==> src/rtl/song_reader.sv <==
// song_reader: walks one song in song_rom and hands each {note, duration}
// entry to the note player over a valid/ready handshake, then times the
// note in beats before fetching the next entry.
// Optional feature macro: SONG_READER_LOOP_EN (when defined, the end of a
// song wraps back to entry 0 of the same song while play stays high).
module song_reader #(
    parameter int SONG_BITS  = 2,
    parameter int ENTRY_BITS = 5
) (
    input  logic                            clk,
    input  logic                            reset,
    input  logic                            play,
    input  logic [SONG_BITS-1:0]            song,
    input  logic                            beat,
    output logic [SONG_BITS+ENTRY_BITS-1:0] rom_addr,
    input  logic [15:0]                     rom_dout,
    output logic [5:0]                      note,
    output logic [5:0]                      duration,
    output logic                            note_valid,
    input  logic                            note_ready,
    output logic                            playing,
    output logic                            song_done
);

    localparam int ADDR_BITS = SONG_BITS + ENTRY_BITS;
    localparam logic [ENTRY_BITS-1:0] IDX_ZERO = {ENTRY_BITS{1'b0}};
    localparam logic [ENTRY_BITS-1:0] IDX_LAST = {ENTRY_BITS{1'b1}};
    localparam logic [ENTRY_BITS-1:0] IDX_ONE  = {{(ENTRY_BITS-1){1'b0}}, 1'b1};

    typedef enum logic [2:0] {
        S_IDLE    = 3'd0,
        S_FETCH   = 3'd1,
        S_CHECK   = 3'd2,
        S_HANDOFF = 3'd3,
        S_PLAY    = 3'd4,
        S_END     = 3'd5
    } state_t;

    state_t                 state_q, state_d;
    logic [ENTRY_BITS-1:0]  idx_q, idx_d;
    logic [SONG_BITS-1:0]   song_reg_q, song_reg_d;
    logic [5:0]             cnt_q, cnt_d;
    logic [ADDR_BITS-1:0]   rom_addr_q, rom_addr_d;
    logic [5:0]             note_q, note_d;
    logic [5:0]             duration_q, duration_d;
    logic                   note_valid_q, note_valid_d;
    logic                   playing_q, playing_d;
    logic                   song_done_q, song_done_d;

    logic [ENTRY_BITS-1:0]  idx_next_s;
    logic [5:0]             entry_dur_s;
    logic [5:0]             entry_note_s;
    logic                   unused_rom_bits_s;

    assign idx_next_s        = idx_q + IDX_ONE;
    assign entry_dur_s       = rom_dout[5:0];
    assign entry_note_s      = rom_dout[11:6];
    assign unused_rom_bits_s = ^rom_dout[15:12];

    // Next-state and next-output logic; outputs are derived from the next state
    // so that they come straight out of flops.
    always_comb begin
        state_d    = state_q;
        idx_d      = idx_q;
        song_reg_d = song_reg_q;
        cnt_d      = cnt_q;
        rom_addr_d = rom_addr_q;
        note_d     = note_q;
        duration_d = duration_q;

        case (state_q)
            S_IDLE: begin
                if (play) begin
                    song_reg_d = song;
                    idx_d      = IDX_ZERO;
                    rom_addr_d = {song, IDX_ZERO};
                    state_d    = S_FETCH;
                end else begin
                    state_d    = S_IDLE;
                end
            end
            S_FETCH: begin
                // Synchronous ROM: data for rom_addr appears one cycle later.
                state_d = S_CHECK;
            end
            S_CHECK: begin
                if (entry_dur_s == 6'd0) begin
                    // Zero duration marks the end of the song.
                    state_d = S_END;
                end else begin
                    note_d     = entry_note_s;
                    duration_d = entry_dur_s;
                    cnt_d      = entry_dur_s;
                    state_d    = S_HANDOFF;
                end
            end
            S_HANDOFF: begin
                // The handshake completes even while paused.
                if (note_ready) begin
                    state_d = S_PLAY;
                end else begin
                    state_d = S_HANDOFF;
                end
            end
            S_PLAY: begin
                if (play && beat) begin
                    cnt_d = cnt_q - 6'd1;
                    if (cnt_q == 6'd1) begin
                        if (idx_q == IDX_LAST) begin
                            state_d = S_END;
                        end else begin
                            idx_d      = idx_next_s;
                            rom_addr_d = {song_reg_q, idx_next_s};
                            state_d    = S_FETCH;
                        end
                    end else begin
                        state_d = S_PLAY;
                    end
                end else begin
                    // Paused or no beat this cycle: counter holds.
                    state_d = S_PLAY;
                end
            end
            S_END: begin
                idx_d = IDX_ZERO;
`ifdef SONG_READER_LOOP_EN
                if (play) begin
                    rom_addr_d = {song_reg_q, IDX_ZERO};
                    state_d    = S_FETCH;
                end else begin
                    state_d    = S_IDLE;
                end
`else
                state_d = S_IDLE;
`endif
            end
            default: begin
                state_d = S_IDLE;
            end
        endcase

        note_valid_d = (state_d == S_HANDOFF);
        playing_d    = (state_d != S_IDLE);
        song_done_d  = (state_d == S_END);
    end

    // State and registered outputs; reset clears everything asynchronously.
    always_ff @(posedge clk or posedge reset) begin
        if (reset) begin
            state_q      <= S_IDLE;
            idx_q        <= IDX_ZERO;
            song_reg_q   <= {SONG_BITS{1'b0}};
            cnt_q        <= 6'd0;
            rom_addr_q   <= {ADDR_BITS{1'b0}};
            note_q       <= 6'd0;
            duration_q   <= 6'd0;
            note_valid_q <= 1'b0;
            playing_q    <= 1'b0;
            song_done_q  <= 1'b0;
        end else begin
            state_q      <= state_d;
            idx_q        <= idx_d;
            song_reg_q   <= song_reg_d;
            cnt_q        <= cnt_d;
            rom_addr_q   <= rom_addr_d;
            note_q       <= note_d;
            duration_q   <= duration_d;
            note_valid_q <= note_valid_d;
            playing_q    <= playing_d;
            song_done_q  <= song_done_d;
        end
    end

    assign rom_addr   = rom_addr_q;
    assign note       = note_q;
    assign duration   = duration_q;
    assign note_valid = note_valid_q;
    assign playing    = playing_q;
    assign song_done  = song_done_q;

endmodule
==> config.mk <==
export PLATFORM = sky130hd
export DESIGN_NAME = song_reader
export DESIGN_NICKNAME = d
export VERILOG_FILES = /design/src/rtl/song_reader.sv
export SDC_FILE = /design/constraint.sdc
export NUM_CORES = 1
export LEC_CHECK = 0
export CAP_MARGIN = 5
export CORE_UTILIZATION = 49
export DETAILED_ROUTE_END_ITERATION = 8
export PLACE_DENSITY_LB_ADDON = 0.25
export SLEW_MARGIN = 20
export SYNTH_ARGS = -nofsm -noshare
export SYNTH_HDL_FRONTEND = slang
export SYNTH_SLANG_ARGS = --single-unit
==> constraint.sdc <==
create_clock -name clk -period 2.7 [get_ports clk]
set_input_delay 0.27 -clock clk [delete_from_list [all_inputs] [get_ports clk]]
set_output_delay 0.27 -clock clk [all_outputs]
set_load 0.02 [all_outputs]
==> implementation parameters, run 1 <==
Parameter                              Value

Layout
  Antenna Diode Count ... 0
  Number of nets in the layout ... 246
  Fraction of layout cells with a size suffix above 1 ... 0.114
  Leading cell type in the layout, fill and taps excluded ... sky130_fd_sc_hd__clkdlybuf4s50_1
  Fin util ... 0.657
  Most used cells in the layout excluding fill and tap cells ... sky130_fd_sc_hd__clkdlybuf4s50_1 (40), sky130_fd_sc_hd__dfrtp_1 (38), sky130_fd_sc_hd__nand2_1 (36)
  P&R area growth vs syn ... 28.8%

Drt
  Total detailed-routing wirelength ... ~4000 µm
  Number of violations reported at the end of detailed-routing iteration 0 ... about 100
  DRC viols ... 0
  Avg Vias per Cell ... 5.57
  Remaining antenna violation count after routing ... 0
  Average wire length per cell after detail routing ... about 15 µm
  Vias after detailed routing ... 1492
  Drt pass-1 iters ... 5

Timing
  Clock skew ... roughly 0.0076 ns
  RSZ-0062 raised after global routing ... no
  Number of endpoints with negative hold slack in the final report ... 0
  Headroom to the max-slew limit ... 0.610
  Hold Slack ... 0.398 ns
  TNS Setup ... 0 ns
  Fmax ... ~420 MHz
  Setup Viol. Count Final ... 0
  Final worst-path cycle share ... 0.886
  Slew of the pin with the lowest slew margin ... 0.582 ns
  Min cycle time layout ... about 2.4 ns
  Number of max-slew violations in the final report ... 0

Logic synthesis
  Mux share of post-synthesis cell area ... 0.0442
  Top FF cell, synth ... sky130_fd_sc_hd__dfrtp_1
  Post-Synthesis Cell Area ... approximately 1900 µm²
  Number of flops mapped to enable cells by yosys ... 0
  Yosys Warn Count ... 0
  Dominant combinational cell family by area after synthesis ... simple AND/OR/NAND/NOR gates
  Post-Synth Adder-Cell Area ... 0.0268
  Post-synthesis simple-gate area fraction ... 0.216
  Syn_area_per_cell ... ~11 µm²
  Gate count after technology mapping ... ~180
  FF+latch count, synth ... 38
  Xor and xnor area share after synthesis ... 0.00938
  Asr flop ratio synth ... 1.00
  Number of nets produced by synthesis ... 204
  Sequential cell area fraction in the yosys report ... 0.509
  Count of unique library cells instantiated by Yosys ... 49
  Complex-gate fraction of the synthesized area ... 0.145

CTS
  Worst-path clk slew ... approximately 0.08 ns
  Htree depth ... 2
  Insertion delay of the later-clocked pin in the worst-skew pair ... about 0.28 ns
  Buffers inserted during post-CTS setup optimization ... 0
  Deepest clock path buffer count ... 2
  Number of sinks handled by clock tree synthesis ... 38
  Num CTS Buffers ... 5
  Clock root buffer ... sky130_fd_sc_hd__clkbuf_8
  Hold buffer count at cts ... 0
  Total of cells resized after clock tree synthesis ... 0
  TritonCTS clock tree ... built

Floorplanning
  Die X-Extent ... around 64 µm
  I/O pins ... 45
  Initial standard-cell utilization of the core ... 0.510
  Core Rows ... 22
  Die Height ... around 64 µm
  Full die area ... between 4000 and 5000 µm²
  Placeable Area ... 3660 µm²

Outcome
  Status ... finished clean

Global routing
  Via count of the first global-routing pass ... roughly 1600
  Global routing usage summed across all routing layers ... 0.224
  Number of antenna violations at the first check in global routing ... 0
  Largest net degree at the start of global routing ... 39
  Global-route wire length before repair ... 6990 µm
  GRT Residual Overflow ... 0

Hold path
  Class of the worst hold path ... in -> async

Worst setup path
  Classification of the worst setup path ... reg -> reg
  Largest fanout of any net on the critical path ... 5
  Req. time, crit path ... approximately 2.9 ns
  Signal arrival time at the worst endpoint ... around 2.6 ns
  Crit path capture type ... flip-flop
  Worst Setup Start Kind ... flip-flop

Place
  Final HPWL DP ... about 2900 µm
  Routability cong. ... 0.807
  Port bufs ... 40

Flow run
  Max-cap check violation count ... 0

Pwr
  Leak pwr ... 1.05 nW
  Worst vdd rail ir drop ... around 0.00063 V
  PwrDens ... 1050 nW/µm²
layer usage:
layer  track usage  vias up  wire length [µm]
li1              -      703                 -
met1         0.258      741              1680
met2         0.396       42              2020
met3        0.0507        6               165
met4        0.0881        0                55
met5             0        -                 0
cell usage after synthesis (3+ instances only):
master / count / area [µm²]
sky130_fd_sc_hd__dfrtp_1: 38 / 951
sky130_fd_sc_hd__nand2_1: 36 / 135
sky130_fd_sc_hd__inv_1: 13 / 48.8
sky130_fd_sc_hd__nor2_1: 10 / 37.5
sky130_fd_sc_hd__nand3_1: 5 / 25.0
sky130_fd_sc_hd__a21oi_1: 4 / 20.0
sky130_fd_sc_hd__a31oi_1: 4 / 25.0
sky130_fd_sc_hd__ha_1: 4 / 50.1
sky130_fd_sc_hd__nor3_1: 4 / 20.0
sky130_fd_sc_hd__or3_1: 4 / 25.0
sky130_fd_sc_hd__buf_2: 3 / 15.0
sky130_fd_sc_hd__mux2i_1: 3 / 30.0
sky130_fd_sc_hd__o2bb2ai_1: 3 / 26.3
layout make-up:
| class | instances | area, µm² |
|---|---|---|
| Tap cell | 48 | 60.1 |
| Clock buffer | 8 | 110 |
| Sequential cell | 38 | 951 |
| Timing Repair Buffer | 41 | 408 |
| Multi-Input combinational cell | 120 | 826 |
| Inverter | 13 | 48.8 |
| Fill cell | 310 | 1260 |
registers in the layout, summed over array words and instances, names as in the netlist:
signal	count
note	6
playing	1
idx_q	5
cnt_q	6
song_reg_q	2
rom_addr	7
note_valid	1
song_done	1
state_q	3
duration	6
where the power goes:
part / switching (mW) / internal (mW) / total [mW]
sequential: 0.209 / 0.773 / 0.981
clock: 0.193 / 0.258 / 0.450
combinational: 0.563 / 0.529 / 1.09
total: 0.965 / 1.56 / 2.52
worst max-delay path, stage by stage, from the launching register on:
cell and delay, ns:
sky130_fd_sc_hd__dfrtp_1 0.43, sky130_fd_sc_hd__ha_1 0.26, sky130_fd_sc_hd__and3_1 0.18, sky130_fd_sc_hd__ha_1 0.22
sky130_fd_sc_hd__nor4_4 0.23, sky130_fd_sc_hd__nand2b_2 0.16, sky130_fd_sc_hd__a311oi_4 0.46, sky130_fd_sc_hd__mux2_4 0.33
logic make-up (layout without fill, tap and decap cells):
family          after synthesis  after routing
flops                        38             38
compound gates               31             31
xor+xnor                      2              2
fa+ha+maj                     4              4
buf+inv                      19             62
simple gates                 76             76
mux                           7              7
stage by stage:
| stage | worst slack, ns | total power [mW] | std cells | cell area, µm² |
|---|---|---|---|---|
| global placement | 0.359 | 2.04 | 260 | 2290 |
| global route | 0.104 | 2.69 | 268 | 2400 |
| CTS | 0.306 | 2.53 | 268 | 2400 |
| finish | 0.308 | 2.52 | 268 | 2400 |
| detailed placement | 0.328 | 2.07 | 260 | 2290 |
| floorplan | 0.492 | 1.71 | 177 | 1870 |
final timing paths:
kind / start / endpoint / slack, ns / cells past startpoint
setup / recovery: idx_q[0]$_DFFE_PP0P_ / idx_q[3]$_DFFE_PP0P_ / 0.31 / 7
hold / removal: reset / rom_addr[2]$_DFFE_PP0P_ / 0.40 / 3
setup reg to reg: idx_q[0]$_DFFE_PP0P_ / idx_q[3]$_DFFE_PP0P_ / 0.31 / 7
hold reg to reg: duration[5]$_DFFE_PP0P_ / duration[5]$_DFFE_PP0P_ / 0.48 / 2
max in group asynchronous: reset / rom_addr[6]$_DFFE_PP0P_ / 1.98 / 3
min in group clk: duration[5]$_DFFE_PP0P_ / duration[5]$_DFFE_PP0P_ / 0.48 / 2
Power figures use the tool's default switching activity.
==> run 2: changes to the inputs <==
--- a/config.mk
+++ b/config.mk
@@ -5,8 +5,9 @@
 export SDC_FILE = /design/constraint.sdc
 export NUM_CORES = 1
 export LEC_CHECK = 0
+export ABC_AREA = 1
 export CAP_MARGIN = 5
-export CORE_UTILIZATION = 49
+export CORE_UTILIZATION = 50
 export DETAILED_ROUTE_END_ITERATION = 8
 export PLACE_DENSITY_LB_ADDON = 0.25
 export SLEW_MARGIN = 20
==> run 2 against run 1 <==
  * Non-clock buffer count is the same
  * Cell area grew 4.2%
  * Via count grew 15%
  * Clock power shrank 8.4%
  * Sequential share of layout area shrank 1.6 points
  * Routed wire length grew 2.2%
  * Setup slack gained 0.43 ns
  * Power grew 6.4%
  * Core utilization grew 1.7 points
  * Cell count grew 29%
  * Critical endpoint is now idx_q[1]$_DFFE_PP0P_
  * Largest cell class unchanged
  * Highest routed layer unchanged
==> implementation parameters, run 2 <==
Parameter                              Value

Outcome
  Status ... finished clean (unchanged)

CTS
  Buffers inserted during post-CTS setup optimization ... 0 (unchanged)
  TritonCTS clock tree ... built (unchanged)
  Total of cells resized after clock tree synthesis ... 0 (unchanged)
  Insertion delay of the later-clocked pin in the worst-skew pair ... 0.30 ns (was 0.28 ns)
  Num CTS Buffers ... 5 (unchanged)
  Number of sinks handled by clock tree synthesis ... 38 (unchanged)
  Worst-path clk slew ... 0.07 ns (was 0.08 ns)
  Htree depth ... 2 (unchanged)
  Hold buffer count at cts ... 0 (unchanged)
  Deepest clock path buffer count ... 2 (unchanged)
  Clock root buffer ... sky130_fd_sc_hd__clkbuf_8 (unchanged)

Logic synthesis
  Xor and xnor area share after synthesis ... 0.00445 (was 0.00938)
  Number of flops mapped to enable cells by yosys ... 0 (unchanged)
  Cell with the most instances after synthesis ... sky130_fd_sc_hd__nand2_1 (was sky130_fd_sc_hd__dfrtp_1)
  Dominant combinational cell family by area after synthesis ... simple AND/OR/NAND/NOR gates (unchanged)
  Yosys Warn Count ... 0 (unchanged)
  Leading cell types by total area after synthesis ... sky130_fd_sc_hd__dfrtp_1 (48%), sky130_fd_sc_hd__nand2_1 (19%), sky130_fd_sc_hd__inv_1 (4.6%) (was sky130_fd_sc_hd__dfrtp_1 (51%), sky130_fd_sc_hd__nand2_1 (7.2%), sky130_fd_sc_hd__ha_1 (2.7%))
  Sequential cell area fraction in the yosys report ... 0.483 (was 0.509)
  Syn_area_per_cell ... 7.75 µm² (was 10.5 µm²)
  Mux share of post-synthesis cell area ... 0.0114 (was 0.0442)
  Count of unique library cells instantiated by Yosys ... 22 (was 49)
  Cell types with the highest counts after synthesis ... sky130_fd_sc_hd__nand2_1 (102), sky130_fd_sc_hd__dfrtp_1 (38), sky130_fd_sc_hd__inv_1 (24), sky130_fd_sc_hd__nor2_1 (24), sky130_fd_sc_hd__nand3_1 (17) (was sky130_fd_sc_hd__dfrtp_1 (38), sky130_fd_sc_hd__nand2_1 (36), sky130_fd_sc_hd__inv_1 (13))
  Gate count after technology mapping ... 254 (was 177)
  Post-synthesis simple-gate area fraction ... 0.366 (was 0.216)
  Complex-gate fraction of the synthesized area ... 0.0407 (was 0.145)
  FF+latch count, synth ... 38 (unchanged)
  Library cell with the largest summed area after synthesis ... sky130_fd_sc_hd__dfrtp_1 (unchanged)
  Asr flop ratio synth ... 1.00 (unchanged)
  Top FF cell, synth ... sky130_fd_sc_hd__dfrtp_1 (unchanged)
  Number of nets produced by synthesis ... 281 (was 204)
  Portion of synthesized cell area occupied by the leading cell type ... 0.483 (was 0.509)
  Post-Synth Adder-Cell Area ... 0.0254 (was 0.0268)
  Post-Synthesis Cell Area ... 1970 µm² (was 1870 µm²)

Global routing
  Via count of the first global-routing pass ... 1574 (was 1631)
  Global-route wire length before repair ... 6860 µm (was 6990 µm)
  Largest net degree at the start of global routing ... 39 (unchanged)
  Number of antenna violations at the first check in global routing ... 0 (unchanged)
  GRT Residual Overflow ... 0 (unchanged)
  Global routing usage summed across all routing layers ... 0.217 (was 0.224)

Place
  Port bufs ... 40 (unchanged)
  Routability cong. ... 0.808 (was 0.807)
  Final HPWL DP ... 2840 µm (was 2860 µm)

Pwr
  Cell-internal power ... 1.50 mW (was 1.56 mW)
  Part of the power in combinational logic ... 0.495 (was 0.433)
  Fraction of power consumed by the clock network ... 0.154 (was 0.179)
  Sum of internal, switching and leakage power ... 2.68 mW (was 2.52 mW)
  Net switching fraction of the power ... 0.441 (was 0.382)
  PwrDens ... 1070 nW/µm² (was 1050 nW/µm²)
  Reg power frac ... 0.351 (was 0.389)
  Worst vdd rail ir drop ... 0.000504 V (was 0.000633 V)
  Net Switching ... 1.18 mW (was 965 µW)
  Leak pwr ... 1.30 nW (was 1.05 nW)

Timing
  Final worst-path cycle share ... 0.727 (was 0.886)
  RSZ-0062 raised after global routing ... no (unchanged)
  Number of endpoints with negative hold slack in the final report ... 0 (unchanged)
  Min cycle time layout ... 1.96 ns (was 2.39 ns)
  Slew of the pin with the lowest slew margin ... 0.589 ns (was 0.582 ns)
  Clock skew ... 0.00739 ns (was 0.00761 ns)
  TNS Setup ... 0 ns (unchanged)
  Fmax ... 509 MHz (was 418 MHz)
  Headroom to the max-slew limit ... 0.606 (was 0.610)
  Number of max-slew violations in the final report ... 0 (unchanged)
  Setup Viol. Count Final ... 0 (unchanged)

Drt
  Total detailed-routing wirelength ... 4010 µm (was 3920 µm)
  Remaining antenna violation count after routing ... 0 (unchanged)
  Avg Vias per Cell ... 4.93 (was 5.57)
  Number of violations reported at the end of detailed-routing iteration 0 ... 89 (was 103)
  DRC viols ... 0 (unchanged)
  Drt pass-1 iters ... 4 (was 5)
  Average wire length per cell after detail routing ... 11.5 µm (was 14.6 µm)
  Vias after detailed routing ... 1712 (was 1492)

Worst setup path
  Maximum cell stage delay along the critical path ... 0.50 ns (was 0.46 ns)
  Largest fanout of any net on the critical path ... 6 (was 5)
  Cell-by-cell trace of the critical path ... ha_1 -> nand2_1 -> nor2_1 -> ha_1 -> a31oi_1 -> nand3_2 -> nand2_1 -> nand2_1 (was ha_1 -> and3_1 -> ha_1 -> nor4_4 -> nand2b_2 -> a311oi_4 -> mux2_4)
  Most common cell type on the critical path ... sky130_fd_sc_hd__nand2_1 (was sky130_fd_sc_hd__ha_1)
  Classification of the worst setup path ... reg -> reg (unchanged)
  Worst Setup Start Kind ... flip-flop (unchanged)
  Slowest cell on the critical path ... sky130_fd_sc_hd__a31oi_1 (was sky130_fd_sc_hd__a311oi_4)
  Crit path capture type ... flip-flop (unchanged)
  Signal arrival time at the worst endpoint ... 2.15 ns (was 2.57 ns)
  Req. time, crit path ... 2.89 ns (was 2.88 ns)

Layout
  Most used cells in the layout excluding fill and tap cells ... sky130_fd_sc_hd__nand2_1 (102), sky130_fd_sc_hd__clkdlybuf4s50_1 (40), sky130_fd_sc_hd__dfrtp_1 (38) (was sky130_fd_sc_hd__clkdlybuf4s50_1 (40), sky130_fd_sc_hd__dfrtp_1 (38), sky130_fd_sc_hd__nand2_1 (36))
  Leading cell type in the layout, fill and taps excluded ... sky130_fd_sc_hd__nand2_1 (was sky130_fd_sc_hd__clkdlybuf4s50_1)
  Fraction of layout cells with a size suffix above 1 ... 0.0803 (was 0.114)
  Layout fillers ... 334 (was 310)
  Number of nets in the layout ... 325 (was 246)
  Antenna Diode Count ... 0 (unchanged)
  P&R area growth vs syn ... 27.1% (was 28.8%)
  Max reg flops ... 7 (unchanged)

Floorplanning
  Placeable Area ... 3720 µm² (was 3660 µm²)
  Core Rows ... 22 (unchanged)
  Full die area ... 4190 µm² (was 4060 µm²)
  Die Height ... 64.8 µm (was 63.7 µm)
  I/O pins ... 45 (unchanged)
  Die X-Extent ... 64.8 µm (was 63.7 µm)
  Initial standard-cell utilization of the core ... 0.530 (was 0.510)

Hold path
  Class of the worst hold path ... in -> async (unchanged)

Flow run
  Max-cap check violation count ... 0 (unchanged)
==> run 2: changes by cell type in the layout (fill, tap and decap cells not counted), sizes merged, moves of 4 or more <==
cell and change:
a21oi -4, o21ai +9, nand4 +11, or3 -4, nor2 +15, nand2 +69, nor3 -4, nand3 +15
inv +15
==> run 2: final timing paths <==
| path | start | to | slack [ns] | cells past startpoint |
|---|---|---|---|---|
| setup / recovery | idx_q[0]$_DFFE_PP0P_ | idx_q[1]$_DFFE_PP0P_ | 0.74 | 8 |
| hold / removal | reset | idx_q[2]$_DFFE_PP0P_ | 0.37 | 3 |
| setup reg to reg | idx_q[0]$_DFFE_PP0P_ | idx_q[1]$_DFFE_PP0P_ | 0.74 | 8 |
| hold reg to reg | rom_addr[0]$_DFFE_PP0P_ | rom_addr[0]$_DFFE_PP0P_ | 0.47 | 2 |
| max in group asynchronous | reset | idx_q[1]$_DFFE_PP0P_ | 1.99 | 3 |
| min in group clk | rom_addr[0]$_DFFE_PP0P_ | rom_addr[0]$_DFFE_PP0P_ | 0.47 | 2 |
==> run 2: per-layer routing <==
layer	wire (µm)	up-vias	GRT usage	part of all wire
met5	0	-	0	0
met2	1860	43	0.352	0.46
met1	1850	771	0.268	0.46
met4	77	0	0.108	0.019
met3	219	8	0.0528	0.055
li1	-	890	-	-
==> run 2: critical path: cells and delay by family, from the launching register on <==
family / cells / cell delay [ns]
adders and majority gates: 2 / 0.47
AOI/OAI and AO/OA: 1 / 0.50
DFF: 1 / 0.41
and+or+nand+nor: 5 / 0.47
==> run 2: final cells by class <==
cell class,count,area [µm²],share of cell area
Tap cell,48,60.1,0.0240
Clock buffer,6,82.6,0.0330
Multi-Input combinational cell,184,882,0.352
Inverter,28,108,0.0430
Sequential cell,38,951,0.380
Clock inverter,2,12.5,0.00500
Timing Repair Buffer,41,408,0.163
==> run 2: cell families after synthesis <==
group                      after synthesis
muxes                                    2
adders and majority gates                4
and+or+nand+nor                        164
buffers and inverters                   32
DFF                                     38
xor gates and xnor gates                 1
AOI/OAI and AO/OA                       13
==> run 2: metrics by stage <==
step / area, µm² / utilization / worst slack, ns / std cells / hold WS (ns)
global placement: 2410 / 0.648 / 0.786 / 339 / 0.453
global route: 2500 / 0.674 / 0.623 / 347 / 0.447
detailed placement: 2410 / 0.648 / 0.773 / 339 / 0.458
floorplan: 1970 / - / 1.01 / 254 / 0.380
finish: 2500 / 0.674 / 0.737 / 347 / 0.373
CTS: 2500 / 0.674 / 0.745 / 347 / 0.394
==> run 2: power by group through the flow <==
stage | clock network [mW] | logic, mW | registers (mW)
6_report | 0.412 | 1.33 | 0.943
5_1_grt | 0.444 | 1.49 | 0.974
4_1_cts | 0.421 | 1.34 | 0.944
3_5_place_dp | 0 | 1.34 | 0.950
3_3_place_gp | 0 | 1.31 | 0.947
2_1_floorplan | 0 | 0.786 | 1.06
